**src/rtl/dmem_arbiter.sv**
```systemverilog
// Arbitrates the single-port data memory between the core load/store path (C)
// and the DMA/program loader (D), with anti-starvation and bounded DMA bursts.
module dmem_arbiter #(
    parameter int AW        = 32,
    parameter int DW        = 32,
    parameter int MAX_WAIT  = 4,
    parameter int MAX_BURST = 8
) (
    input  logic          clk,
    input  logic          rst,
    input  logic          c_req,
    input  logic [3:0]    c_we,
    input  logic [AW-1:0] c_addr,
    input  logic [DW-1:0] c_wdata,
    output logic          c_gnt,
    output logic          c_rvalid,
    output logic [DW-1:0] c_rdata,
    input  logic          d_req,
    input  logic          d_lock,
    input  logic [3:0]    d_we,
    input  logic [AW-1:0] d_addr,
    input  logic [DW-1:0] d_wdata,
    output logic          d_gnt,
    output logic          d_rvalid,
    output logic [DW-1:0] d_rdata,
    output logic [AW-1:0] mem_addr,
    output logic [DW-1:0] mem_din,
    output logic [3:0]    mem_we,
    input  logic [DW-1:0] mem_dout,
    output logic          dma_owner
);

    localparam int WW = $clog2(MAX_WAIT + 1);
    localparam int BW = (MAX_BURST > 1) ? $clog2(MAX_BURST) : 1;
    localparam logic [WW-1:0] WAIT_MAX   = WW'(MAX_WAIT);
    localparam logic [BW-1:0] BURST_LAST = BW'(MAX_BURST - 1);

    typedef enum logic {
        OWN_C = 1'b0,
        OWN_D = 1'b1
    } state_t;

    state_t        state, state_n;
    logic [WW-1:0] wait_cnt, wait_n;
    logic [BW-1:0] burst_cnt, burst_n;
    logic          d_win;

    // Core wins by default; D wins while it owns the bus, when the core is idle,
    // or once it has been denied MAX_WAIT times in a row.
    always_comb begin
        d_win = d_req & ((state == OWN_D) | ~c_req | (wait_cnt == WAIT_MAX));
        d_gnt = d_win;
        c_gnt = c_req & ~d_win;
        if (d_win) begin
            mem_addr = d_addr;
            mem_din  = d_wdata;
            mem_we   = d_we;
        end else begin
            mem_addr = c_addr;
            mem_din  = c_wdata;
            mem_we   = c_gnt ? c_we : 4'b0000;
        end
    end

    always_comb begin
        state_n = state;
        burst_n = burst_cnt;
        wait_n  = wait_cnt;
        if (d_win) begin
            wait_n = '0;
            if (d_lock && (burst_cnt < BURST_LAST)) begin
                state_n = OWN_D;
                burst_n = burst_cnt + 1'b1;
            end else begin
                state_n = OWN_C;
                burst_n = '0;
            end
        end else begin
            if (d_req && (wait_cnt != WAIT_MAX)) begin
                wait_n = wait_cnt + 1'b1;
            end
            // Only reachable with d_req low: an owning DMA always wins otherwise.
            if (state == OWN_D) begin
                state_n = OWN_C;
                burst_n = '0;
            end
        end
    end

    always_ff @(posedge clk) begin
        if (rst) begin
            state     <= OWN_C;
            wait_cnt  <= '0;
            burst_cnt <= '0;
            c_rvalid  <= 1'b0;
            d_rvalid  <= 1'b0;
        end else begin
            state     <= state_n;
            wait_cnt  <= wait_n;
            burst_cnt <= burst_n;
            c_rvalid  <= c_gnt & (c_we == 4'b0000);
            d_rvalid  <= d_gnt & (d_we == 4'b0000);
        end
    end

    assign c_rdata   = mem_dout;
    assign d_rdata   = mem_dout;
    assign dma_owner = (state == OWN_D);

endmodule

```
**config.mk**
```make
export PLATFORM = sky130hd
export DESIGN_NAME = dmem_arbiter
export DESIGN_NICKNAME = d
export VERILOG_FILES = /design/src/rtl/dmem_arbiter.sv
export SDC_FILE = /design/constraint.sdc
export NUM_CORES = 1
export LEC_CHECK = 0
export ABC_AREA = 1
export CORE_AREA = 2 2 121 123
export DETAILED_ROUTE_END_ITERATION = 8
export DIE_AREA = 0 0 123 125
export GPL_TIMING_DRIVEN = 0
export PLACE_DENSITY = 0.57
export SLEW_MARGIN = 40
export SYNTH_ARGS = -nofsm -noshare
export SYNTH_HDL_FRONTEND = slang
export SYNTH_SLANG_ARGS = --single-unit
```
**constraint.sdc**
```tcl
create_clock -name clk -period 1.77 [get_ports clk]
set_input_delay 0.177 -clock clk [delete_from_list [all_inputs] [get_ports clk]]
set_output_delay 0.177 -clock clk [all_outputs]
set_load 0.05 [all_outputs]
```
==> results.md, run 1 <==
* DR vias/cell at between 3 and 4
* Main combinational cell family by area after synthesis: simple AND/OR/NAND/NOR gates
* FP Rows at 44
* Post-synthesis xor/xnor area fraction at less than 1%
* Mapped Nets at approximately 520
* Vias in the first global route at 3056
* Critical Path AT at between 1500 and 2000 ps
* Clk sinks at 9
* Hold Startpoint: wait_cnt[1]
* Final hold vios at 0
* Post-DRT Antenna Nets at 0
* Rel. slew slack at roughly two thirds
* Clock-pin slew on the worst setup and hold paths at about 40 ps
* Startpoint Class: flop
* Worst-path fanout max at 10
* Worst Hold Path EP: wait_cnt[1]
* Core ar. at around 0.014 sq mm
* Synth Area in Adders at under 10%
* Post-synthesis simple-gate area fraction at a little under half
* Worst skew pair latency at approximately 240 ps
* Die Y at 125 um
* CP most frequent cell: buf_6
* Number of synthesized register bits at 9
* CTS Buf Count at 3
* Fin Clk Skew at ~1.8 ps
* Nets at ~810
* Run status: complete, but fails checks
* Reg-to-reg critical path endpoint: burst_cnt[2]
* Actual slew at the worst max-slew pin at around 520 ps
* WHS at approximately 500 ps
* Share of cells above drive strength 1 at a little over a third
* Initial antenna violation count at 0
* Worst endpoint required time at about 1600 ps
* Leak Pwr at 2.780 nW
* Period utilization at 101.4%
* Max-cap violations at 0
* Delay-heaviest family, CP: buffers and inverters
* PortBufs at roughly 280
* Post-Synthesis Cells at between 300 and 400
* Initial DRC count at 75
* Hpwl dp at 9030 um
* Final Max Tran Viols at 0
* Die area at 0.01538 sq mm
* HP Class: reg -> reg
* Failing checks: negative setup slack
* Flop2flop setup slack at between 200 and 300 ps
* Mux share of post-synthesis cell area at 0%
* Setup CP Type: reg -> out
* Critical Path End Type: output port
* GP Congestion at roughly 0.82
* Grt total ovfl at 0
* TritonRoute pass-1 iters at 4
* CTS tree: done
* Yosys warns at 0
* Worst VDD drop at 0.0003571 V
* Final count of negative-setup-slack endpoints at 24
* Setup crit start: wait_cnt[0]
* Worst-path cell chain: inv_2, ha_4, nand2_4, a21oi_4, buf_6, buf_6, nand2_1, nand2_1, buf_6
* Clock period minus worst slack at 1794 ps
* WL/cell at approximately 14 um
* Worst r2r src: wait_cnt[0]
* Cells on Worst Hold Path at 2
* Final Util at about two fifths
* Starting Density at about 13%
* H-tree levels at 1
* Boundary pin count at 310
* RSZ-0062 raised after global routing: yes
* Pwr/cell area at just under 500 mW/mm^2
* Area grow syn2layout at 217.0%
* Critical Path Max Stage Delay at 310 ps
* CP max-delay cell: dfxtp_2
* CTS root buffer: clkbuf_16
* WL final at ~11000 um
* Worst r2r path cells at 9
* Register area share after synthesis at just over 10%
* Post-synthesis compound-gate area fraction at around 3.5%
* Library cells used by synthesis at 19
* Final worst setup slack at -24.37 ps
* Buf+Inv Stages, Crit Path at 4
* Hold Buf Count CTS at 0
* Syn Area/Cell at about 5.2 sq um
* Fmax at 0.5573 GHz
* Global-route wire length before repair at ~16000 um
* Antenna Diode Count at 0
* CTS Buffer Depth at 2
* DRC at 0
* DR vias at 3079
* Tot GR Track Use at ~13%
* Largest net degree at the start of global routing at 11
* Synthesized area at around 0.0018 sq mm
* Die X at between 100 and 150 um
-- routing by layer --
layer	wire [um]	track usage, %	vias to the layer above
li1	-	-	1544
met1	3849	12.98	1353
met2	6037	25.74	171
met3	1157	3.422	11
met4	153	2.807	0
met5	0	0	-
-- layout make-up --
cell class              count  area [sq um]
plain buffers              78         679.4
clock buffers               4         78.83
fillers                  1460          8528
inverters                  17         63.81
multi-input cells         240          1378
flip-flops and latches      9         183.9
well taps                 184         230.2
repair buffers            284          3062
-- cell usage after synthesis, drive strengths merged --
cell type,number,area share [%]
buf,78,32
dfxtp,9,10
ha,3,2.1
a21oi,6,1.9
inv,17,3.6
o22ai,3,1.0
nand2,212,45
nand3,4,1.1
o21ai,2,0.56
nand4,2,0.70
xor2,2,0.98
nor3,2,0.84
nor2,3,0.63
-- worst register-to-register path, cell delays in order, from the launching register on --
cell	delay, ps
dfxtp_2	310
inv_2	80
ha_4	140
nand2_4	60
a21oi_4	170
buf_8	170
buf_12	160
buf_4	120
nand2_1	90
o21ai_1	130
-- repair_timing --
item / 4_1_cts / 5_1_grt
gates resized for setup: 555 / 99
setup buffers: 3 / 2
pin swaps: 11 / 20
gates cloned: 2 / 1
endpoints found under the setup margin: 71 / 70
-- registers in the layout (all words and copies together), names as in the netlist --
| signal | cells |
|---|---|
| burst_cnt | 3 |
| wait_cnt | 3 |
| c_rvalid | 1 |
| d_rvalid | 1 |
| dma_owner | 1 |
-- power by group --
group,switching [mW],leakage (nW),internal (mW),total [mW]
Combinational,1.22,2.67,0.961,2.18
Sequential,0.00467,0.0743,0.210,0.215
Clock,0.100,0.0382,0.301,0.402
Total,1.32,2.78,1.47,2.79
-- placed cells by master (no fill, tap or decap), types with 3 or more instances in the layout --
cell	synthesis	routed
buf_4	65	68
buf_6	3	48
buf_8	0	32
nand3_1	4	4
inv_1	17	15
nand2_2	1	26
buf_12	0	4
dfxtp_2	0	3
a21oi_1	5	5
dfxtp_1	9	6
nand2_4	0	33
nand2_1	211	153
o22ai_4	0	3
clkdlybuf4s50_1	0	205
clkbuf_16	0	4
-- worst max-delay path by stage --
stage | endpoint | slack, ps | cells after the start
3_3_place_gp | mem_din[18] | -1020 | 9
2_1_floorplan | mem_we[3] | 0.5 | 7
4_1_cts | mem_addr[18] | -30 | 9
3_5_place_dp | mem_din[18] | -1080 | 9
6_report | mem_addr[17] | -20 | 9
5_1_grt | mem_addr[17] | -130 | 9
-- stage by stage --
step | cells | setup slack, ps | TNS, ps | instance area, sq um | power [mW]
2_1_floorplan | 343 | 0.5360 | 0 | 1837 | 1.326
3_3_place_gp | 804 | -1021 | -59770 | 4840 | 2.112
3_5_place_dp | 804 | -1082 | -63010 | 4840 | 2.121
4_1_cts | 813 | -28.94 | -380.6 | 5288 | 2.687
5_1_grt | 816 | -126.1 | -6070 | 5675 | 2.914
6_report | 816 | -24.37 | -215.1 | 5675 | 2.792
-- cells by family after synthesis --
kind of cell / Yosys count
AOI/OAI and AO/OA: 11
xor gates and xnor gates: 2
adders and majority gates: 3
buffers and inverters: 95
DFF: 9
and+or+nand+nor: 223
Power figures use the tool's default switching activity.
==> run 2, diff against run 1 <==
MAX_ROUTING_LAYER = met4   (was not set)
==> run 2 against run 1 <==
The flow still finishes with violations (negative setup slack). Core utilization unchanged. Clock power about the same. Sequential power about the same. Critical path depth unchanged. Register-to-register slack about the same. Clock skew increased by 0.62 ps. Non-clock buffer count unchanged. Critical endpoint unchanged.
==> results.md, run 2 (synthesis gave the netlist of run 1 again) <==
* Internal at about 1.5 mW
* Startpoint Class: flop
* Initial antenna violation count at 0
* Hpwl dp at 9030 um
* Boundary pin count at between 300 and 400
* HP Class: reg -> reg
* H-tree levels at 1
* WL/cell at ~14 um
* Vias in the first global route at between 3000 and 4000
* Run status: complete, but fails checks
* Most common cell after layout, fill and taps aside: clkdlybuf4s50_1
* Hold Startpoint: wait_cnt[1]
* WL final at 11190 um
* Final count of negative-setup-slack endpoints at 20
* Clk sinks at 9
* Final hold vios at 0
* Rel. slew slack at 65.00%
* Starting Density at 12.61%
* Final Max Tran Viols at 0
* CTS Buffer Depth at 2
* Worst r2r src: wait_cnt[0]
* Biggest regs: burst_cnt x3, wait_cnt x3
* Tot GR Track Use at 13.28%
* Grt total ovfl at 0
* DRC at 0
* Flop2flop setup slack at between 200 and 300 ps
* Die area at roughly 0.015 sq mm
* Hold Buf Count CTS at 0
* Setup crit start: wait_cnt[0]
* Multi-input gate area at about 0.0014 sq mm
* Clock-pin slew on the worst setup and hold paths at 40 ps
* Die Y at 125 um
* Max-cap violations at 0
* Setup CP Type: reg -> out
* PortBufs at between 200 and 300
* DR vias at ~3100
* Net Switching at 1.318 mW
* Worst endpoint required time at roughly 1600 ps
* Worst r2r path cells at 9
* Tot Pwr at around 2.8 mW
* Pwr/cell area at approximately 490 mW/mm^2
* Critical Path AT at ~1600 ps
* RSZ-0062 raised after global routing: yes
* CTS root buffer: clkbuf_16
* Reg-to-reg critical path endpoint: burst_cnt[2]
* Post-DRT Antenna Nets at 0
* FP Rows at 44
* DR vias/cell at between 3 and 4
* CTS tree: done
* Actual slew at the worst max-slew pin at roughly 520 ps
* Cells on Worst Hold Path at 2
* TritonRoute pass-1 iters at 4
* Fin Clk Skew at ~2.4 ps
* CTS Buf Count at 3
* Reg power frac at 7.7%
* Global-route wire length before repair at between 15000 and 20000 um
* Critical Path End Type: output port
* Worst-path fanout max at 10
* Clock period minus worst slack at 1793 ps
* Share of cells above drive strength 1 at between 30% and 40%
* Die X at 123 um
* Nets at 809
* Worst VDD drop at 0.0003551 V
* Placed Cells incl. Taps at 804
* Commonest cells after routing, fill and taps aside: clkdlybuf4s50_1, nand2_1, buf_4
* Worst Hold Path EP: wait_cnt[1]
* Initial DRC count at between 70 and 80
* Antenna Diode Count at 0
* Logic gate share of total power at between 70% and 80%
* Area grow syn2layout at 217.0%
* Layout fillers at 1460
* Failing checks: negative setup slack
* Core ar. at between 0.01 and 0.015 sq mm
* Clock Power Share at 14.3%
* Storage cell area at between 150 and 200 sq um
* Leak Pwr at around 2.8 nW
* Worst skew pair latency at approximately 240 ps
* Finished Layout Cells at slightly above 800
* Final worst setup slack at -22.83 ps
* GP Congestion at about 0.83
* Fmax at between 0.5 and 0.6 GHz
* Largest net degree at the start of global routing at 11
* Period utilization at 101.3%
* Sw Share at between 40% and 50%
run 2: cell counts in the layout (fill, tap and decap cells not counted):
No cell type changed its count.
run 2: critical path: stages (launching register included):
cell and delay [ps]:
dfxtp_2 310, inv_2 80, ha_4 140, nand2_4 60
a21oi_4 160, buf_6 160, buf_6 140, nand2_1 70
nand2_1 80, buf_6 160
run 2: cell type report:
| class | count | share of cell area [%] |
|---|---|---|
| inverters | 17 | 1.124 |
| clock buffers | 4 | 1.389 |
| flip-flops and latches | 9 | 3.241 |
| multi-input cells | 240 | 24.27 |
| well taps | 184 | 4.056 |
| repair buffers | 284 | 53.95 |
| plain buffers | 78 | 11.97 |
run 2: stage by stage:
| step | setup slack (ps) | util, % | setup TNS, ps | cell area [sq um] | hold WS (ps) |
|---|---|---|---|---|---|
| 5_1_grt | -126.1 | 39.96 | -6064 | 5675 | 499.4 |
| 6_report | -22.83 | 39.96 | -191.4 | 5675 | 485.9 |
| 3_5_place_dp | -1082 | 34.07 | -63010 | 4840 | 488.9 |
| 3_3_place_gp | -1021 | 34.07 | -59770 | 4840 | 465.7 |
| 2_1_floorplan | 0.5360 | - | 0 | 1837 | 246.1 |
| 4_1_cts | -28.94 | 37.23 | -380.6 | 5288 | 488.5 |
run 2: how the worst max path moves through the flow:
stage | endpoint | slack, ps
2_1_floorplan | mem_we[3] | 0.5
3_3_place_gp | mem_din[18] | -1020
3_5_place_dp | mem_din[18] | -1080
4_1_cts | mem_addr[18] | -30
5_1_grt | mem_addr[17] | -130
6_report | mem_addr[17] | -20
run 2: power groups by stage:
stage	Combinational, mW	Sequential (mW)	Clock (mW)
floorplan	1.11	0.220	0
global placement	1.90	0.217	0
detailed placement	1.90	0.217	0
CTS	2.06	0.215	0.411
global route	2.28	0.215	0.421
finish	2.18	0.215	0.399
run 2: layer usage:
layer / global-route usage (%) / up-vias / wire length, um
met3: 2.281 / 12 / 975
met4: 2.807 / 0 / 153
met5: - / - / 0
met1: 13.67 / 1355 / 4027
li1: - / 1544 / -
met2: 25.74 / 169 / 6032
run 2: what timing repair did:
item	4_1_cts	5_1_grt
resized for setup	555	99
cloned	2	1
pin swaps	11	20
setup endpoints to repair	71	70
buffers inserted	3	2
